--- src/rtl/reg_master_pkg.sv ---
// reg_master_pkg: shared state encoding and default sizing for the USB
// register bus initiator (reg_bus_master) and its optional stall counter.
package reg_master_pkg;

   localparam int unsigned ADDR_WIDTH_DEF   = 21;
   localparam int unsigned BYTECNT_SIZE_DEF = 7;
   localparam int unsigned TIMEOUT_DEF      = 1024;

   typedef enum logic [2:0] {
      ST_IDLE  = 3'd0,
      ST_SETUP = 3'd1,
      ST_WR    = 3'd2,
      ST_WSTB  = 3'd3,
      ST_RD    = 3'd4,
      ST_RCAP  = 3'd5,
      ST_RHOLD = 3'd6,
      ST_DONE  = 3'd7
   } state_t;

endpackage

--- src/rtl/reg_master_timeout.sv ---
// reg_master_timeout: stall counter for reg_bus_master. Reloads to pTIMEOUT
// whenever the master is outside a wait state (WR/RHOLD), counts down on each
// stalled cycle, and flags expiry on the stalled cycle whose decrement would
// reach zero, so the abort edge lands exactly pTIMEOUT cycles after entry.
module reg_master_timeout
   import reg_master_pkg::*;
#(
   parameter int unsigned pTIMEOUT = TIMEOUT_DEF
) (
   input  logic usb_clk,
   input  logic reset_n,
   input  logic armed,
   input  logic stalled,
   output logic expired
);

   localparam int unsigned CW = $clog2(pTIMEOUT + 1);

   logic [CW-1:0] count_r;

   // Reload outside the wait states, count down while the handshake stalls.
   always_ff @(posedge usb_clk or negedge reset_n) begin
      if (!reset_n) begin
         count_r <= CW'(pTIMEOUT);
      end else if (!armed) begin
         count_r <= CW'(pTIMEOUT);
      end else if (stalled && (count_r != CW'(0))) begin
         count_r <= count_r - CW'(1);
      end
   end

   assign expired = armed && stalled && (count_r == CW'(1));

endmodule

--- src/rtl/reg_bus_master.sv ---
// reg_bus_master: turns a command port plus valid/ready byte streams into
// byte-serial reg_address/reg_bytecnt/reg_read/reg_write bus accesses.
// Optional feature macro: REG_MASTER_TIMEOUT_EN adds a stall timeout that
// aborts a burst (done with err = 1); without it the block waits forever.
module reg_bus_master
   import reg_master_pkg::*;
#(
   parameter int unsigned pADDR_WIDTH   = ADDR_WIDTH_DEF,
   parameter int unsigned pBYTECNT_SIZE = BYTECNT_SIZE_DEF,
   parameter int unsigned pTIMEOUT      = TIMEOUT_DEF
) (
   input  logic                                 usb_clk,
   input  logic                                 reset_n,
   input  logic                                 cmd_valid,
   output logic                                 cmd_ready,
   input  logic                                 cmd_write,
   input  logic [pADDR_WIDTH-pBYTECNT_SIZE-1:0] cmd_address,
   input  logic [pBYTECNT_SIZE-1:0]             cmd_len,
   input  logic [7:0]                           wdata,
   input  logic                                 wvalid,
   output logic                                 wready,
   output logic [7:0]                           rdata,
   output logic                                 rvalid,
   input  logic                                 rready,
   output logic                                 done,
   output logic                                 err,
   output logic [pADDR_WIDTH-pBYTECNT_SIZE-1:0] reg_address,
   output logic [pBYTECNT_SIZE-1:0]             reg_bytecnt,
   output logic [7:0]                           reg_write_data,
   input  logic [7:0]                           reg_read_data,
   output logic                                 reg_read,
   output logic                                 reg_write,
   output logic                                 reg_addrvalid
);

   state_t                     state_r;
   logic                       write_r;
   logic [pBYTECNT_SIZE-1:0]   index_r;
   logic [pBYTECNT_SIZE-1:0]   last_r;
   logic                       expired_s;

`ifdef REG_MASTER_TIMEOUT_EN
   logic armed_s;
   logic stalled_s;

   assign armed_s   = (state_r == ST_WR) || (state_r == ST_RHOLD);
   assign stalled_s = ((state_r == ST_WR) && !wvalid) ||
                      ((state_r == ST_RHOLD) && !rready);

   reg_master_timeout #(
      .pTIMEOUT (pTIMEOUT)
   ) u_timeout (
      .usb_clk (usb_clk),
      .reset_n (reset_n),
      .armed   (armed_s),
      .stalled (stalled_s),
      .expired (expired_s)
   );
`else
   assign expired_s = 1'b0;
`endif

   // Burst sequencer: state, byte index and every registered output.
   always_ff @(posedge usb_clk or negedge reset_n) begin
      if (!reset_n) begin
         state_r        <= ST_IDLE;
         write_r        <= 1'b0;
         index_r        <= '0;
         last_r         <= '0;
         cmd_ready      <= 1'b1;
         wready         <= 1'b0;
         rdata          <= 8'h00;
         rvalid         <= 1'b0;
         done           <= 1'b0;
         err            <= 1'b0;
         reg_address    <= '0;
         reg_bytecnt    <= '0;
         reg_write_data <= 8'h00;
         reg_read       <= 1'b0;
         reg_write      <= 1'b0;
         reg_addrvalid  <= 1'b0;
      end else begin
         case (state_r)
            ST_IDLE: begin
               if (cmd_valid) begin
                  reg_address   <= cmd_address;
                  write_r       <= cmd_write;
                  last_r        <= cmd_len;
                  index_r       <= '0;
                  cmd_ready     <= 1'b0;
                  reg_addrvalid <= 1'b1;
                  reg_bytecnt   <= '0;
                  state_r       <= ST_SETUP;
               end else begin
                  cmd_ready     <= 1'b1;
               end
            end
            ST_SETUP: begin
               if (write_r) begin
                  wready      <= 1'b1;
                  state_r     <= ST_WR;
               end else begin
                  reg_read    <= 1'b1;
                  reg_bytecnt <= index_r;
                  state_r     <= ST_RD;
               end
            end
            ST_WR: begin
               if (wvalid) begin
                  reg_write_data <= wdata;
                  wready         <= 1'b0;
                  reg_write      <= 1'b1;
                  reg_bytecnt    <= index_r;
                  state_r        <= ST_WSTB;
               end else if (expired_s) begin
                  wready         <= 1'b0;
                  reg_addrvalid  <= 1'b0;
                  done           <= 1'b1;
                  err            <= 1'b1;
                  state_r        <= ST_DONE;
               end
            end
            ST_WSTB: begin
               reg_write <= 1'b0;
               if (index_r == last_r) begin
                  reg_addrvalid <= 1'b0;
                  done          <= 1'b1;
                  err           <= 1'b0;
                  state_r       <= ST_DONE;
               end else begin
                  index_r       <= index_r + pBYTECNT_SIZE'(1);
                  wready        <= 1'b1;
                  state_r       <= ST_WR;
               end
            end
            ST_RD: begin
               reg_read <= 1'b0;
               state_r  <= ST_RCAP;
            end
            ST_RCAP: begin
               rdata   <= reg_read_data;
               rvalid  <= 1'b1;
               state_r <= ST_RHOLD;
            end
            ST_RHOLD: begin
               if (rready) begin
                  rvalid <= 1'b0;
                  if (index_r == last_r) begin
                     reg_addrvalid <= 1'b0;
                     done          <= 1'b1;
                     err           <= 1'b0;
                     state_r       <= ST_DONE;
                  end else begin
                     index_r       <= index_r + pBYTECNT_SIZE'(1);
                     reg_read      <= 1'b1;
                     reg_bytecnt   <= index_r + pBYTECNT_SIZE'(1);
                     state_r       <= ST_RD;
                  end
               end else if (expired_s) begin
                  // Abandon the pending byte along with the rest of the burst.
                  rvalid        <= 1'b0;
                  rdata         <= 8'h00;
                  reg_addrvalid <= 1'b0;
                  done          <= 1'b1;
                  err           <= 1'b1;
                  state_r       <= ST_DONE;
               end
            end
            ST_DONE: begin
               done      <= 1'b0;
               err       <= 1'b0;
               cmd_ready <= 1'b1;
               state_r   <= ST_IDLE;
            end
            default: begin
               wready        <= 1'b0;
               rvalid        <= 1'b0;
               reg_read      <= 1'b0;
               reg_write     <= 1'b0;
               reg_addrvalid <= 1'b0;
               done          <= 1'b0;
               err           <= 1'b0;
               cmd_ready     <= 1'b1;
               state_r       <= ST_IDLE;
            end
         endcase
      end
   end

endmodule

--- config.mk ---
export PLATFORM = sky130hd
export DESIGN_NAME = reg_bus_master
export DESIGN_NICKNAME = d
export VERILOG_FILES = /design/src/rtl/reg_master_pkg.sv /design/src/rtl/reg_master_timeout.sv /design/src/rtl/reg_bus_master.sv
export SDC_FILE = /design/constraint.sdc
export NUM_CORES = 1
export LEC_CHECK = 0
export CORE_UTILIZATION = 45
export CTS_BUF_LIST = sky130_fd_sc_hd__clkbuf_16
export DETAILED_ROUTE_END_ITERATION = 10
export GPL_TIMING_DRIVEN = 0
export PLACE_DENSITY = 0.77
export SKIP_CTS_REPAIR_TIMING = 1
export SYNTH_ARGS = -nofsm -noshare
export SYNTH_HDL_FRONTEND = slang
export SYNTH_SLANG_ARGS = --single-unit
--- constraint.sdc ---
create_clock -name usb_clk -period 2.8 [get_ports usb_clk]
set_input_delay 0.56 -clock usb_clk [delete_from_list [all_inputs] [get_ports usb_clk]]
set_output_delay 0.56 -clock usb_clk [all_outputs]
set_load 0.01 [all_outputs]
# Yosys cells after proc, flatten, opt, wreduce, memory -nomap -nowiden
# Cells that the tools add are included.
dict set report op_classes {
  addsub 1
  eq_ne 15
  mux 39
  reduce_logical 19
}
# op count
set ops {}
lappend ops {{2-to-1 mux 7 bit} 7}
lappend ops {{one-hot mux 7 bit (4 select lines)} 1}
lappend ops {{one-hot mux 3 bit (8 select lines)} 1}
lappend ops {{one-hot mux 7 bit (3 select lines)} 1}
lappend ops {{2-to-1 mux 1 bit} 15}
lappend ops {{2-to-1 mux 3 bit} 5}
lappend ops {{one-hot mux 1 bit (3 select lines)} 5}
lappend ops {{!= test 2 bit, second input constant} 7}
lappend ops {{equality test 3 bit, second input constant} 4}
lappend ops {{nonzero test 3 bit} 4}
lappend ops {{AND reduction 2 bit} 5}
lappend ops {{AND reduction 4 bit} 2}
lappend ops {{adder 7 x 1 -> 7 bit, second input constant} 1}
lappend ops {{equality test 7 bit} 1}
lappend ops {{equality test 3 x 2 -> 1 bit, second input constant} 2}
lappend ops {{one-hot mux 1 bit (2 select lines)} 3}
lappend ops {{AND reduction 3 bit} 2}
lappend ops {{AND reduction 6 bit} 1}
lappend ops {{nonzero test 2 bit} 3}
lappend ops {{nonzero test 4 bit} 1}
lappend ops {{equality test 3 x 1 -> 1 bit, second input constant} 1}
lappend ops {{zero test 3 bit} 1}
lappend ops {{2-to-1 mux 2 bit} 1}
dict set report totals {
  ff_bits 63
  in_bits 43
  output_inout_bits 45
  wordCells 90
}

# Logic depth before layout (Yosys ltp)
dict set report logic_depth {
  depth_word 4
  depth_mapped 8
  ltp_nobuf 6
}

# Worst setup path before layout
# No wires, ideal clock.
dict set report synth_path {
  path_type {reg-to-reg}
  start {register state_r[1]}
  end {register reg_bytecnt[4]}
  t_arrival_ns 1.591
  t_required_ns 2.675
  slack_ns 1.085
  path_stages_with_launch 9
  path_buffers 3
  period_less_slack_ns 1.715
  cell_sequence {dfrtp_1 > buf_2 > buf_4 > nand3b_1 > clkbuf_1 > nor2_1 > o21ai_0 > o31ai_1 > mux2_2}
}
dict set report synth_between {
  elab_chain_len 3
  elab_cells_between_ends 12
  classes_between {eq/ne: 8; mux: 1; reduce/logical: 3}
}
# item line
set synth_lines {}
lappend synth_lines {{start, declared} reg_bus_master.sv:36} ;# state_t state_r;
lappend synth_lines {{start signal, assigned} reg_bus_master.sv:66} ;# state_r <= ST_IDLE;
lappend synth_lines {{start signal, assigned} reg_bus_master.sv:93} ;# state_r <= ST_SETUP;
lappend synth_lines {{start signal, assigned} reg_bus_master.sv:101} ;# state_r <= ST_WR;
lappend synth_lines {{equality test 3 bit, or another cell as far along} reg_bus_master.sv:83} ;# case (state_r)
lappend synth_lines {{nonzero test 4 bit (no source line) / != test 2 bit (equally long branches)} n/a}
lappend synth_lines {{AND reduction 6 bit (no source line)} n/a}
lappend synth_lines {{end signal, assigned} reg_bus_master.sv:104} ;# reg_bytecnt <= index_r;
lappend synth_lines {{end signal, assigned} reg_bus_master.sv:113} ;# reg_bytecnt <= index_r;
lappend synth_lines {{end signal, assigned} reg_bus_master.sv:156} ;# reg_bytecnt <= index_r + pBYTECNT_SIZE'(1);
lappend synth_lines {{end, declared} reg_bus_master.sv:28} ;# output logic [pBYTECNT_SIZE-1:0] reg_bytecnt,
# Parallel ways exist; a longest one is shown, timed or not.
# A chain may end at the register's enable or synchronous reset.

# Final worst setup path
dict set report layout_path {
  start {input cmd_valid}
  end {register index_r[6]}
}
dict set report layout_between {
  elab_chain_len 2
}
# item line
set layout_lines {}
lappend layout_lines {{start, declared} reg_bus_master.sv:14} ;# input logic cmd_valid,
lappend layout_lines {{!= test 2 bit (no source line)} n/a}
lappend layout_lines {{AND reduction 3 bit (no source line)} n/a}
lappend layout_lines {{end signal, assigned} reg_bus_master.sv:131} ;# index_r <= index_r + pBYTECNT_SIZE'(1);
lappend layout_lines {{end signal, assigned} reg_bus_master.sv:154} ;# index_r <= index_r + pBYTECNT_SIZE'(1);
lappend layout_lines {{end, declared} reg_bus_master.sv:38} ;# logic [pBYTECNT_SIZE-1:0] index_r;
# Every way passes these cells.

==> impl_metrics.yaml <==
worst_setup_path:
  r2r_cells: 8
  cp-end-kind: "register"
  crit_arrival_ns: 2.37
  critPathRequiredTime_ns: 3.03
  critical_path_class: "in2reg"
  crit_path_start_kind: "primary input"
  cp_max_fo: 8
outcome:
  status: "completed"
detailed_routing:
  post_drt_wl_per_cell_um: 15.0
  drc: 0
  ant_nets: 0
  via_per_inst: 5.38
  drtIter0Drc: 125
  num_vias: 2290
  totalWireLength_um: 6400
  dr.pass1.iters: 4
worst_hold_path:
  min_path_type: "in2async"
logic_synthesis:
  synthMuxAreaShare: 0.175
  synthAdderAreaFrac: 0.00424
  synthArstFlopShare: 1.00
  synth_top_family_by_area: "multiplexers"
  avgSynthCellArea_um2: 11.9
  synth_most_common_cell: "dfrtp_1"
  yosys_warnings: 0
  synth_ff_type: "dfrtp_1"
  ys_ff_latch: 62
  synth_xor_area_frac: 0.0208
  syn_nets: 291
  synth.distinct_cells: 49
  netlist.area_leader.share: 0.518
  syn_area_um2: 2950
  synth-edff-count: 0
  synth_compound_area_frac: 0.137
  ys_seq_area_frac: 0.527
  yosys.area_share.simple: 0.0972
  yosys.area.top_type: "dfrtp_1"
  syn-instance-count: 247
  synth.area.top_cells: "dfrtp_1 (52%), mux2_2 (17%), o21ai_0 (2.7%), xnor2_1 (2.1%), a21oi_1 (2.0%)"
  synthTopCellsByCount: "dfrtp_1 (61), mux2_2 (44), o21ai_0 (16)"
clock_tree:
  cts_htree_levels: 3
  clock_latency_ns: 0.32
  clock-sinks: 62
  path_clk_slew_ns: 0.05
  ctsLongestPathBuffers: 2
  cts_tree: "done"
  clock-root-buffer: "clkbuf_16"
  numCtsBuffers: 9
timing:
  rsz0062_at_grt: "no"
  finalHoldViolations: 0
  slew_headroom: 0.483
  fmax_mhz: 467
  tightest_slew_ns: 0.776
  finClkSkew_ns: 0.00615
  fin_crit_ns: 2.14
  finalCritPeriodShare: 0.764
  report.final.setup_viol: 0
  fin_tns_setup_ns: 0
  setup_slack_ns: 0.660
  timing.final.max_slew_violations: 0
placement:
  dp.cells: 410
  hpwl_um: 4430
  gp_congestion: 0.813
  place.port_buffers: 86
  pre_cts_slack_ns: 0.338
floorplanning:
  num_io_pins: 88
  die_area_um2: 6880
  core_um2: 6350
  die_h_um: 82.9
  start_util: 0.464
  fp.dieW_um: 82.9
  num_rows: 29
global_route:
  grtUsageTotal: 0.192
  grt_pass1_wl_um: 10600
  grt_pass1_vias: 2364
  grt_max_degree: 63
  grt_overflow: 0
  antenna_found_initial: 0
final_layout:
  fillers: 504
  fin_cells: 426
  multi_input_area_um2: 1280
  antennaDiodeCount: 0
  drive_gt1_frac: 0.232
  final_util: 0.663
  final_net_count: 388
  syn_to_final_growth_pct: 42.8
  regArea_um2: 1550
power:
  total_power_mw: 4.61
  ir_drop_uv: 645
  p_leak_nw: 1.76
  powerDensity_nw_per_um2: 1100
run:
  drv_cap: 0
## routing by layer
layer | share of wire | vias to the layer above | track usage
met1 | 0.43 | 1117 | 0.239
li1 | - | 1087 | -
met2 | 0.50 | 82 | 0.322
met3 | 0.062 | 4 | 0.0686
met4 | 0.0038 | 0 | 0.0423
met5 | 0 | - | 0
## sequential cells by signal, indices dropped and copies added (netlist names), 3 cells and up
name,flops
rdata,8
reg_address,14
reg_bytecnt,7
last_r,7
reg_write_data,8
index_r,7
state_r,3
## worst max-delay path, stage by stage
cell and delay (ns):
clkdlybuf4s50_1 0.55, nor4b_4 0.50, a311o_2 0.23, o211ai_4 0.12
or3_1 0.33, o211ai_1 0.08
## final cells by class
type	count	share of cell area
multi-input combinational	162	0.305
inverter	6	0.00535
tap	77	0.0229
clock inverter	7	0.0193
buffer	17	0.0214
clock buffer	9	0.0535
timing repair buffer	86	0.204
sequential	62	0.369
## final timing paths
path,startpoint,endpoint,slack [ns]
worst max-delay path,cmd_valid,index_r[6],0.66
max in group asynchronous,reset_n,index_r[6],1.97
worst max register to register,state_r[1],reg_bytecnt[2],0.80
min in group usb_clk,rdata[2],rdata[2],0.50
worst min register to register,rdata[2],rdata[2],0.50
worst min-delay path,reset_n,reg_bytecnt[5],0.30
## metrics by stage
step | instance area [µm²] | hold slack, ns
after global placement | 3910 | 0.486
final | 4210 | 0.298
after CTS | 4210 | 0.353
after detailed placement | 3900 | 0.490
after global routing | 4210 | 0.403
after floorplan | 2950 | 0.264
## cells in the final DEF, fill, tap and decap left out, types with 3 or more instances in the layout
master / netlist / final
a31oi_1: 3 / 3
o211ai_1: 3 / 3
inv_1: 6 / 8
nor2_1: 8 / 8
nand2_1: 15 / 15
clkbuf_1: 4 / 4
buf_4: 4 / 5
a21oi_1: 12 / 12
dfrtp_1: 61 / 61
nand2b_1: 4 / 4
buf_2: 8 / 8
nand3_1: 6 / 6
clkbuf_16: 0 / 9
o31ai_1: 6 / 6
clkdlybuf4s50_1: 0 / 85
o21ai_0: 16 / 16
mux2_2: 44 / 44
xnor2_1: 7 / 7
## power by group
| part | total, mW | internal [mW] | switching (mW) |
|---|---|---|---|
| registers | 1.50 | 1.28 | 0.217 |
| logic | 1.98 | 1.10 | 0.873 |
| clock network | 1.13 | 0.765 | 0.368 |
| total | 4.61 | 3.15 | 1.46 |
## kinds of logic after synthesis
family / after synthesis
AO/OA/AOI/OAI: 57
XOR/XNOR: 7
adder cells (fa/ha/maj): 1
buffers and inverters: 23
flip-flops: 62
multiplexers: 46
other: 1
AND/OR/NAND/NOR: 50
Note: power is estimated with default switching activity, not from simulation.
